## config.mk

```make
export PLATFORM = sky130hd
export DESIGN_NAME = ps2_key_cmd_decoder
export DESIGN_NICKNAME = d
export VERILOG_FILES = /design/src/rtl/ps2_tetris_pkg.sv /design/src/rtl/cmd_fifo.sv /design/src/rtl/ps2_key_cmd_decoder.sv
export SDC_FILE = /design/constraint.sdc
export NUM_CORES = 1
export LEC_CHECK = 0
export ABC_AREA = 0
export CAP_MARGIN = 20
export CELL_PAD_IN_SITES_DETAIL_PLACEMENT = 0
export CELL_PAD_IN_SITES_GLOBAL_PLACEMENT = 1
export CORE_ASPECT_RATIO = 1.2
export CORE_MARGIN = 5
export CORE_UTILIZATION = 28
export DETAILED_ROUTE_END_ITERATION = 10
export PLACE_DENSITY = 0.53
export SLEW_MARGIN = 5
export SYNTH_ARGS = -nofsm -noshare
export SYNTH_HDL_FRONTEND = slang
export SYNTH_SLANG_ARGS = --single-unit
```

## constraint.sdc

```tcl
create_clock -name inclock -period 7.2 [get_ports inclock]
set_input_delay 1.44 -clock inclock [delete_from_list [all_inputs] [get_ports inclock]]
set_output_delay 1.44 -clock inclock [all_outputs]
set_load 0.005 [all_outputs]
```

## src/rtl/ps2_tetris_pkg.sv

```systemverilog
// Shared command codes, PS/2 scan-code constants and prefix FSM states for
// the keyboard-to-game-command path.
package ps2_tetris_pkg;

  localparam int CMD_W    = 3;
  localparam int NUM_KEYS = 5;

  typedef enum logic [CMD_W-1:0] {
    CMD_NONE   = 3'd0,
    CMD_LEFT   = 3'd1,
    CMD_RIGHT  = 3'd2,
    CMD_DOWN   = 3'd3,
    CMD_DROP   = 3'd4,
    CMD_ROTATE = 3'd5
  } cmd_e;

  typedef enum logic [1:0] {
    ST_IDLE    = 2'd0,
    ST_EXT     = 2'd1,
    ST_BRK     = 2'd2,
    ST_EXT_BRK = 2'd3
  } state_e;

  localparam logic [7:0] SC_EXT_PREFIX   = 8'hE0;
  localparam logic [7:0] SC_BREAK_PREFIX = 8'hF0;

  localparam logic [7:0] SC_LEFT   = 8'h1C;
  localparam logic [7:0] SC_RIGHT  = 8'h23;
  localparam logic [7:0] SC_DOWN   = 8'h1B;
  localparam logic [7:0] SC_DROP   = 8'h29;
  localparam logic [7:0] SC_ROTATE = 8'h1D;

  localparam logic [7:0] SC_X_LEFT   = 8'h6B;
  localparam logic [7:0] SC_X_RIGHT  = 8'h74;
  localparam logic [7:0] SC_X_DOWN   = 8'h72;
  localparam logic [7:0] SC_X_ROTATE = 8'h75;

  // Plain and E0-extended code tables are disjoint: 6B after no prefix is unmapped.
  function automatic cmd_e decode_scan(input logic [7:0] code, input logic ext);
    cmd_e result;
    result = CMD_NONE;
    if (ext) begin
      case (code)
        SC_X_LEFT:   result = CMD_LEFT;
        SC_X_RIGHT:  result = CMD_RIGHT;
        SC_X_DOWN:   result = CMD_DOWN;
        SC_X_ROTATE: result = CMD_ROTATE;
        default:     result = CMD_NONE;
      endcase
    end else begin
      case (code)
        SC_LEFT:   result = CMD_LEFT;
        SC_RIGHT:  result = CMD_RIGHT;
        SC_DOWN:   result = CMD_DOWN;
        SC_DROP:   result = CMD_DROP;
        SC_ROTATE: result = CMD_ROTATE;
        default:   result = CMD_NONE;
      endcase
    end
    return result;
  endfunction

  // keys_held bit order is {ROTATE, DROP, DOWN, RIGHT, LEFT}.
  function automatic logic [NUM_KEYS-1:0] cmd_mask(input cmd_e cmd);
    logic [NUM_KEYS-1:0] mask;
    case (cmd)
      CMD_LEFT:   mask = 5'b00001;
      CMD_RIGHT:  mask = 5'b00010;
      CMD_DOWN:   mask = 5'b00100;
      CMD_DROP:   mask = 5'b01000;
      CMD_ROTATE: mask = 5'b10000;
      default:    mask = 5'b00000;
    endcase
    return mask;
  endfunction

  // Movement keys auto-repeat; DROP and ROTATE fire once per physical press.
  function automatic logic is_repeatable(input cmd_e cmd);
    return (cmd == CMD_LEFT) || (cmd == CMD_RIGHT) || (cmd == CMD_DOWN);
  endfunction

endpackage

```

## src/rtl/cmd_fifo.sv

```systemverilog
// Small first-word-fall-through FIFO for decoded commands; the head entry is
// visible combinationally and reads as zero while empty.
module cmd_fifo #(
  parameter int DEPTH = 4,
  parameter int WIDTH = 3
) (
  input  logic             inclock,
  input  logic             reset,
  input  logic             push,
  input  logic [WIDTH-1:0] push_data,
  input  logic             pop,
  output logic [WIDTH-1:0] pop_data,
  output logic             full,
  output logic             empty
);

  localparam int            AW         = (DEPTH > 1) ? $clog2(DEPTH) : 1;
  localparam logic [AW:0]   FULL_COUNT = (AW + 1)'(DEPTH);

  logic [AW-1:0]    wr_ptr_reg;
  logic [AW-1:0]    rd_ptr_reg;
  logic [AW:0]      count_reg;
  logic [AW:0]      count_next;
  logic [WIDTH-1:0] mem_reg [DEPTH];
  logic             push_ok;
  logic             pop_ok;

  assign full  = (count_reg == FULL_COUNT);
  assign empty = (count_reg == '0);

  // A pop frees a slot in the same cycle, so a push while full is accepted
  // when it coincides with a pop; a pop while empty is ignored.
  assign pop_ok  = pop && !empty;
  assign push_ok = push && (!full || pop);

  always_comb begin
    count_next = count_reg;
    case ({push_ok, pop_ok})
      2'b10:   count_next = count_reg + 1'b1;
      2'b01:   count_next = count_reg - 1'b1;
      default: count_next = count_reg;
    endcase
  end

  always_ff @(posedge inclock or posedge reset) begin
    if (reset) begin
      wr_ptr_reg <= '0;
      rd_ptr_reg <= '0;
      count_reg  <= '0;
    end else begin
      if (push_ok) wr_ptr_reg <= wr_ptr_reg + 1'b1;
      if (pop_ok)  rd_ptr_reg <= rd_ptr_reg + 1'b1;
      count_reg <= count_next;
    end
  end

  generate
    for (genvar gi = 0; gi < DEPTH; gi++) begin : g_entry
      always_ff @(posedge inclock or posedge reset) begin
        if (reset) begin
          mem_reg[gi] <= '0;
        end else if (push_ok && (wr_ptr_reg == AW'(gi))) begin
          mem_reg[gi] <= push_data;
        end
      end
    end
  endgenerate

  assign pop_data = empty ? '0 : mem_reg[rd_ptr_reg];

endmodule

```

## src/rtl/ps2_key_cmd_decoder.sv

```systemverilog
// Turns PS/2 scan bytes (with E0/F0 prefixes) into queued game commands and
// tracks which game keys are currently held.
module ps2_key_cmd_decoder
  import ps2_tetris_pkg::*;
#(
  parameter int FIFO_DEPTH = 4
) (
  input  logic       inclock,
  input  logic       reset,
  input  logic [7:0] scan_data,
  input  logic       scan_valid,
  output logic [2:0] cmd_data,
  output logic       cmd_valid,
  input  logic       cmd_ready,
  output logic [4:0] keys_held,
  output logic       overflow
);

  state_e              state_reg;
  state_e              state_next;
  logic [NUM_KEYS-1:0] keys_reg;
  logic [NUM_KEYS-1:0] keys_next;
  logic                overflow_reg;
  logic                overflow_next;

  logic                in_ext;
  logic                in_break;
  cmd_e                decoded_cmd;
  logic [NUM_KEYS-1:0] decoded_mask;
  logic                push;
  logic [CMD_W-1:0]    push_cmd;
  logic                fifo_full;
  logic                fifo_empty;

  assign in_ext       = (state_reg == ST_EXT) || (state_reg == ST_EXT_BRK);
  assign in_break     = (state_reg == ST_BRK) || (state_reg == ST_EXT_BRK);
  assign decoded_cmd  = decode_scan(scan_data, in_ext);
  assign decoded_mask = cmd_mask(decoded_cmd);

  always_comb begin
    state_next = state_reg;
    keys_next  = keys_reg;
    push       = 1'b0;
    push_cmd   = CMD_NONE;
    if (scan_valid) begin
      case (scan_data)
        SC_EXT_PREFIX: begin
          state_next = in_break ? ST_EXT_BRK : ST_EXT;
        end
        SC_BREAK_PREFIX: begin
          // A repeated F0 keeps the pending break; it never cancels it.
          if (state_reg == ST_IDLE)     state_next = ST_BRK;
          else if (state_reg == ST_EXT) state_next = ST_EXT_BRK;
        end
        default: begin
          state_next = ST_IDLE;
          if (decoded_cmd != CMD_NONE) begin
            if (in_break) begin
              keys_next = keys_reg & ~decoded_mask;
            end else begin
              keys_next = keys_reg | decoded_mask;
              push      = is_repeatable(decoded_cmd) || ((keys_reg & decoded_mask) == '0);
              push_cmd  = decoded_cmd;
            end
          end
        end
      endcase
    end
  end

  // The FIFO pops whenever cmd_ready is high and it is non-empty, so a push
  // into a full FIFO is lost exactly when cmd_ready is low.
  assign overflow_next = overflow_reg | (push && fifo_full && !cmd_ready);

  always_ff @(posedge inclock or posedge reset) begin
    if (reset) begin
      state_reg    <= ST_IDLE;
      keys_reg     <= '0;
      overflow_reg <= 1'b0;
    end else begin
      state_reg    <= state_next;
      keys_reg     <= keys_next;
      overflow_reg <= overflow_next;
    end
  end

  cmd_fifo #(
    .DEPTH (FIFO_DEPTH),
    .WIDTH (CMD_W)
  ) u_cmd_fifo (
    .inclock   (inclock),
    .reset     (reset),
    .push      (push),
    .push_data (push_cmd),
    .pop       (cmd_ready),
    .pop_data  (cmd_data),
    .full      (fifo_full),
    .empty     (fifo_empty)
  );

  assign cmd_valid = !fifo_empty;
  assign keys_held = keys_reg;
  assign overflow  = overflow_reg;

endmodule

```

======== Yosys cells after proc, flatten, opt, wreduce, memory -nomap -nowiden ========
Index checks and enable logic that the tools add are counted.
storage, ports and cells
  memory bits (read-only) ................. 0
  logic and storage cells ................. 96
  RAM bits ................................ 0
  bits in latches ......................... 0
  flip-flop bits (word level) ............. 27
  memories ................................ 0
cells by class
  multiply operators ...................... 0
  reductions and logical operators ........ 26
  divide/modulo/power cells ............... 0
  muxes and demuxes ....................... 22
  shifts and indexed selects .............. 0
  order comparisons ....................... 1
  eq/ne operators ......................... 26
  $add $sub $neg .......................... 4
  bitwise gates (word level) .............. 7
operators with widths
  cell                                           number
  == test 8 x 7 -> 1 bit, second input constant  4
  one-hot mux 5 bit (5 select lines)             1
  == test 8 x 5 -> 1 bit, second input constant  3
  2-to-1 mux 3 bit                               8
  == test 8 x 6 -> 1 bit, second input constant  2
  == test 8 bit, second input constant           2
  one-hot mux 3 bit (5 select lines)             1
  one-hot mux 3 bit (4 select lines)             1
  AND 5 bit                                      2
  == test 2 bit, second input constant           5
  == test 3 bit, second input constant           3
  logical AND 1 bit                              8
  binary-select mux 3 bit (select 2 bit)         1
  == test 2 x 1 -> 1 bit, second input constant  3
  == test 3 x 2 -> 1 bit, second input constant  2
  logical OR 1 bit                               6
  2-to-1 mux 2 bit                               3
  one-hot mux 3 bit (2 select lines)             1
  zero test 5 bit                                1
  2-to-1 mux 5 bit                               1
  inverter 5 bit                                 1
  bitwise OR 5 bit                               1
  adder 2 x 1 -> 2 bit, second input constant    2
  zero test 2 bit                                2
  17 further kinds                               22

======== Logic depth before layout (Yosys ltp) ========
Gate-level depths: netlist of the first run.
  word-level depth ........................ 15
  mapped depth ............................ 12

======== Cells and area by module ========
A second synthesis of the first run with hierarchy kept.
unflattened totals
  cells, all modules ...................... 149
  area total of the unflattened synthesis .. 1719.1 µm²
modules (own cells, without submodules)
  module               area each (µm²)  seq. area each (µm²)  times used  cells an instance
  cmd_fifo             970.9            475.5                 1           73
  ps2_key_cmd_decoder  748.2            200.2                 1           76

======== Least setup slack after synthesis of the first run ========
OpenSTA, ideal clock, no wires.
  kind .................................... input port to flip-flop
  start point ............................. input port scan_data[5]
  end point ............................... register u_cmd_fifo.count_reg[2]
  buffers on the path ..................... 0
  data required time ...................... 7.121 ns
  slack ................................... 3.212 ns
  stages .................................. 11
  arrival time ............................ 3.908 ns
  cells stage by stage .................... or3b_4 a2111oi_4 o22ai_2 mux2_4 o211ai_1 ha_1 inv_1 fa_1 xor2_1 nor2_1 xor2_1
on the way
  longest elaborated chain between the ends .. 15
  elaborated cells between the ends (all ways) .. 36
  those cells by class .................... eq/ne: 18; mux: 9; bitwise: 1; reduce/logical: 8
ends and longest elaborated chain
  element                                                                                   line                                        source
  start: declaration                                                                        ps2_key_cmd_decoder.sv:10                   input logic [7:0] scan_data,
  == test 8 x 5 -> 1 bit (tied with other cells)                                            ps2_tetris_pkg.sv:51                        case (code)
  one-hot mux 3 bit (5 select lines) or one-hot mux 3 bit (4 select lines) (tied branches)  ps2_tetris_pkg.sv:51, ps2_tetris_pkg.sv:43
  2-to-1 mux 3 bit                                                                          ps2_tetris_pkg.sv:42                        if (ext) begin
  == test 3 bit (tied with other cells)                                                     ps2_tetris_pkg.sv:66                        case (cmd)
  one-hot mux 5 bit (5 select lines)                                                        ps2_tetris_pkg.sv:66
  AND 5 bit                                                                                 ps2_key_cmd_decoder.sv:62                   push = is_repeatable(decoded_cmd) || ((keys_reg & decoded_mask) == '0);
  zero test 5 bit                                                                           ps2_key_cmd_decoder.sv:62
  logical OR 1 bit                                                                          ps2_key_cmd_decoder.sv:62
  2-to-1 mux 1 bit                                                                          ps2_key_cmd_decoder.sv:58                   if (in_break) begin
  2-to-1 mux 1 bit                                                                          ps2_key_cmd_decoder.sv:57                   if (decoded_cmd != CMD_NONE) begin
  2-to-1 mux 1 bit (*)                                                                      ps2_key_cmd_decoder.sv:46                   case (scan_data)
  2-to-1 mux 1 bit (*)                                                                      ps2_key_cmd_decoder.sv:45                   if (scan_valid) begin
  logical AND 1 bit (*)                                                                     cmd_fifo.sv:34                              assign push_ok = push && (!full || pop);
  == test 2 x 1 -> 1 bit or == test 2 bit (tied branches)                                   cmd_fifo.sv:38                              case ({push_ok, pop_ok})
  one-hot mux 3 bit (2 select lines) or nonzero test 2 bit (tied branches)                  --
  end signal: assignment                                                                    cmd_fifo.sv:53                              count_reg <= count_next;
  end: declaration                                                                          cmd_fifo.sv:22                              logic [AW:0] count_reg;
Mark *: on every way between the ends. The rest lies on a longest branch, timed or not.
A chain may end at the register's enable or synchronous reset.

======== Worst setup path after layout of the first run ========
  start point ............................. input port scan_data[0]
  end point ............................... register u_cmd_fifo.count_reg[2]
Same word-level chain as after synthesis.

==> results of run 1 <==
==> report_power, final <==
group,internal [mW],switching (mW),leakage [nW],total (mW)
registers,0.189,0.0390,0.352,0.228
clock network,0.0388,0.0464,0.0255,0.0851
logic,0.0989,0.0870,0.515,0.186
==> cell usage after synthesis, types with 4 or more instances <==
library cell  instances
and2_1                8
dfrtp_1              27
o211ai_2              4
o21ai_0               4
inv_1                 9
a32o_1                5
ha_1                  5
nor2_1                9
a21oi_1               5
nand2_1               6
a22o_2                5
==> cell families (layout without fill, tap and decap cells) <==
logic type      count (synthesis)  count (layout)  synth area share
flops                          27              27             0.399
buf+inv                        10              35            0.0266
mux                             8               8            0.0806
compound gates                 42              42             0.235
simple gates                   47              47             0.178
xor+xnor                        6               6            0.0311
fa+ha+maj                       6               6            0.0488
==> layer usage <==
layer | part of all wire | up-vias | global-route usage
met5 | 0 | - | 0
met3 | 0.027 | 4 | 0.0113
met2 | 0.53 | 25 | 0.208
met4 | 0.012 | 0 | 0.0366
met1 | 0.43 | 629 | 0.134
li1 | - | 605 | -
==> area by class of cell <==
type | instances | area (µm²) | area share
clock buffer | 3 | 41.3 | 0.0200
clock inverter | 1 | 5.00 | 0.00242
tap | 82 | 103 | 0.0496
sequential | 27 | 676 | 0.327
timing repair buffer | 22 | 238 | 0.115
inverter | 9 | 33.8 | 0.0163
multi-input combinational | 109 | 971 | 0.470
==> per-stage QoR <==
step           hold WS [ns]  total power, mW  area (µm²)  setup slack [ns]   util
2_1_floorplan         0.451            0.345        1690              3.21      -
3_3_place_gp          0.442            0.410        1990              2.53  0.334
3_5_place_dp          0.460            0.420        1990              2.44  0.334
4_1_cts               0.483            0.507        2040              2.72  0.341
5_1_grt               0.500            0.534        2070              2.52  0.346
6_report              0.473            0.499        2070              2.73  0.346
==> worst min path at each step <==
stage                           to  slack, ns  depth (start not counted)
final                     overflow       0.47                          1
after detailed placement  overflow       0.46                          1
after global placement    overflow       0.44                          1
after global routing      overflow       0.50                          1
after floorplan           overflow       0.45                          1
after CTS                 overflow       0.48                          1
==> critical path, cell delays in order <==
cell             delay, ns
clkdlybuf4s50_1       0.60
nor4b_1               0.51
o2111a_1              0.32
o21ai_0               0.17
mux2_4                0.35
o211ai_1              0.21
ha_1                  0.21
inv_1                 0.06
fa_1                  0.37
xor2_1                0.15
nor2_1                0.12
xor2_1                0.15
==> impl_metrics.csv, run 1 <==
group,metric,value,unit
outcome,status,"complete, no violations",
clock_network,clkLatencyLatePin,0.27,ns
sta,max_freq,0.224,GHz
route,vias_per_cell,4.99,
clock_network,cts_max_path_buffers,2,
setup_path,rrSetupSlack,3.94,ns
sta,rsz0062_at_grt,"false",
global_route,globalRouteTotalUtil,0.112,
clock_network,clk_pin_slew,0.09,ns
finish,drive_above_1_share,0.199,
setup_path,critPathMaxFanout,7,
floorplanning,rows,31,
finish,syn_to_final_growth,22.2,%
worst_hold_path,hold_start,"overflow",
sta,post-route-min-period,4.47,ns
floorplanning,die_h,95.1,µm
global_route,grt_start_max_net_pins,28,
route,route.detailed.drc,0,
setup_path,r2r-start,"state_reg[0]",
setup_path,cp-startpoint,"scan_data[0]",
finish,final_common_cell,"dfrtp_1",
setup_path,reg2reg_to,"u_cmd_fifo.count_reg[2]",
synth,synth_edf_count,0,
clock_network,h-tree-depth,1,
sta,clock_skew,0.00546,ns
clock_network,post_cts_buffers,0,
synth,synthCells,146,
sta,slew_violations,0,
synth,yosys_warnings,0,
floorplanning,initial_core_util,0.283,
route,num_vias,1263,
sta,slew_headroom,0.591,
placed_design,dp.cells,248,
setup_path,start_kind,"primary input",
route,firstDrtPassIters,4,
finish,mostFrequentLayoutCells,"dfrtp_1 (27), clkdlybuf4s50_1 (21), inv_1 (9), nor2_1 (9), and2_1 (8)",
global_route,antenna_found_initial,0,
clock_network,tritoncts,"yes",
sta,hold_violations,0,
clock_network,cts_buffers,3,
synth,synth_top_area_share,0.399,
global_route,grt_pass1_vias,1326,
finish,nNetsFinal,190,
power,p_leak,0.892,nW
finish,antenna_cells,0,
floorplanning,die_area,7700,µm²
global_route,grt_overflow,0,
floorplanning,fp.coreArea,5970,µm²
clock_network,clock-root-buffer,"clkbuf_8",
setup_path,r2r_cells,11,
sta,tns,0,ns
flow_run,cap_violations,0,
clock_network,cts_resized,0,
worst_hold_path,hold_class,"reg2reg",
route,wl_per_cell,15.8,µm
synth,ys_seq_elements,27,
route,antenna_left,0,
synth,syn_nets,164,
sta,finalSetupViolations,0,
route,routed_wl,4.01,mm
placed_design,gp_congestion,0.839,
power,power_density,241,nW/µm²
setup_path,cp.arrival,4.67,ns
placed_design,portBuffers,21,
finish,n_fill_cell,628,
sta,worst_pin_slew,0.604,ns
synth,synth_area_leaders,"dfrtp_1 (40%), mux4_2 (4.0%), ha_1 (3.7%)",
synth,synth_top_area_cell,"dfrtp_1",
synth,avgSynthCellArea,11.6,µm²
synth,ys_async_sr_fraction,1.00,
synth,synth_cell_types,50,
route,dr.first_iter.drc_count,48,
floorplanning,die_w,81.0,µm
setup_path,cp.required,7.40,ns
placed_design,place_hpwl,3.25,mm
clock_network,postCtsHoldBufs,0,
synth,syn-cell-area,1690,µm²
setup_path,crit_path_end,"u_cmd_fifo.count_reg[2]",
clock_network,cts.sinks,27,
setup_path,critPathCaptureType,"flop",
power,ir_drop,0.0790,mV
sta,fin_crit_sh,0.621,
finish,final_cells,253,
setup_path,critPathKind,"in2reg",
global_route,grt_pass1_wl,6.74,mm
floorplanning,io_pins,22,
synth,synthFlopType,"dfrtp_1",
synth,seq_area_frac_synth,0.399,
Power figures use the tool's default switching activity.
==> run 2, diff against run 1 <==
PLACE_DENSITY = 0.55   (was 0.53)
clock period = 3.9 ns   (was 7.2 ns; I/O delays follow)
==> impl_metrics.csv, run 2 (synthesis gave the netlist of run 1 again) <==
group,metric,value,unit
global_route,grt_start_max_net_pins,28,
sta,max_freq,0.276,GHz
setup_path,start_kind,"primary input",
global_route,grt_overflow,0,
finish,utilization,0.354,
finish,drive_above_1_share,0.226,
flow_run,cap_violations,0,
sta,clock_skew,0.00452,ns
route,antenna_left,0,
sta,post-route-min-period,3.62,ns
sta,worst_pin_slew,0.646,ns
route,vias_per_cell,4.97,
worst_hold_path,hold_class,"reg2reg",
sta,finalSetupViolations,0,
finish,final_cells,259,
global_route,grt_pass1_vias,1333,
placed_design,dpl_cell_area,2040,µm²
global_route,antenna_found_initial,0,
power,p_total,0.925,mW
setup_path,slowest_stage,"clkdlybuf4s50_1",
floorplanning,fp.coreArea,5970,µm²
setup_path,cp.arrival,3.82,ns
clock_network,clk_pin_slew,0.09,ns
finish,fin_area,2110,µm²
floorplanning,rows,31,
finish,syn_to_final_growth,24.9,%
setup_path,worst-path-buf-inv,2,
placed_design,place_hpwl,3.24,mm
route,dr.first_iter.drc_count,59,
finish,n_fill_cell,610,
sta,slew_headroom,0.563,
power,ir_drop,0.145,mV
floorplanning,die_h,95.1,µm
global_route,globalRouteTotalUtil,0.111,
setup_path,cp.required,4.10,ns
clock_network,clkLatencyLatePin,0.28,ns
placed_design,portBuffers,21,
power,p_leak,0.921,nW
placed_design,gp_congestion,0.837,
finish,mostFrequentLayoutCells,"dfrtp_1 (27), clkdlybuf4s50_1 (21), inv_1 (9), nor2_1 (9), and2_1 (8)",
clock_network,cts_max_path_buffers,2,
clock_network,cts.sinks,27,
route,route.detailed.drc,0,
finish,final_common_cell,"dfrtp_1",
finish,nNetsFinal,196,
route,wl_per_cell,15.3,µm
sta,slew_violations,0,
setup_path,crit_path_max_incr_delay,0.63,ns
floorplanning,die_w,81.0,µm
clock_network,clock-root-buffer,"clkbuf_8",
floorplanning,initial_core_util,0.283,
clock_network,cts_buffers,3,
clock_network,h-tree-depth,1,
setup_path,cp_common_cell,"xor2_1",
floorplanning,io_pins,22,
placed_design,dp.cells,254,
floorplanning,die_area,7700,µm²
clock_network,tritoncts,"yes",
route,firstDrtPassIters,4,
outcome,status,"complete, no violations",
sta,fin_crit_sh,0.929,
setup_path,cp_top_family,"buffers and inverters",
route,routed_wl,3.97,mm
setup_path,crit_chain,"clkdlybuf4s50_1 > or2b_2 > a2111oi_4 > o22ai_2 > mux2_4 > o211ai_1 > ha_1 > inv_1 > fa_1 > xor2_1 > nor2_1 > xor2_1",
power,power_density,438,nW/µm²
setup_path,critPathMaxFanout,9,
sta,holdWs,0.468,ns
setup_path,critPathCaptureType,"flop",
route,num_vias,1288,
setup_path,critPathKind,"in2reg",
setup_path,rrSetupSlack,0.94,ns
sta,hold_violations,0,
sta,rsz0062_at_grt,"false",
finish,antenna_cells,0,
clock_network,postCtsHoldBufs,0,
clock_network,cts_resized,0,
clock_network,post_cts_buffers,0,
global_route,grt_pass1_wl,6.68,mm
==> run 2: changes by cell type in the layout (fill, tap and decap cells not counted), sizes merged <==
cell / previous run / this run
buf: 1 / 7
==> run 2: per-layer routing <==
layer | part of all wire | global-route usage | routed length (µm)
met2 | 0.53 | 0.199 | 2110
met5 | 0 | 0 | 0
met3 | 0.022 | 0.00851 | 88
met4 | 0.013 | 0.0423 | 51
met1 | 0.43 | 0.136 | 1730
==> run 2: stage by stage <==
stage | worst slack, ns | setup TNS (ns)
after floorplan | 0.572 | 0
after global placement | 0.0719 | 0
after detailed placement | -0.0313 | -0.0313
after CTS | 0.260 | 0
after global routing | 0.151 | 0
final | 0.277 | 0
==> run 2: path summary, 6_finish.rpt <==
path                            cells past startpoint                       end          from
worst max-delay path                               12   u_cmd_fifo.count_reg[2]  scan_data[2]
worst min-delay path                                1                  overflow      overflow
worst max register to register                     11   u_cmd_fifo.count_reg[2]  state_reg[0]
worst min register to register                      1                  overflow      overflow
max in group asynchronous                           3  u_cmd_fifo.rd_ptr_reg[0]         reset
min in group asynchronous                           2                 async pin         reset
==> run 2: final cells by class <==
| class | instances | area, µm² | share of cell area |
|---|---|---|---|
| multi-input cells | 109 | 971 | 0.460 |
| clock inverters | 1 | 5.00 | 0.00237 |
| flip-flops and latches | 27 | 676 | 0.320 |
| inverters | 9 | 33.8 | 0.0160 |
| clock buffers | 3 | 41.3 | 0.0195 |
| repair buffers | 28 | 283 | 0.134 |
| well taps | 82 | 103 | 0.0486 |
==> run 2: report_power, final <==
| group | switching (mW) | internal, mW |
|---|---|---|
| Sequential | 0.0680 | 0.349 |
| Combinational | 0.160 | 0.184 |
| Clock | 0.0922 | 0.0718 |
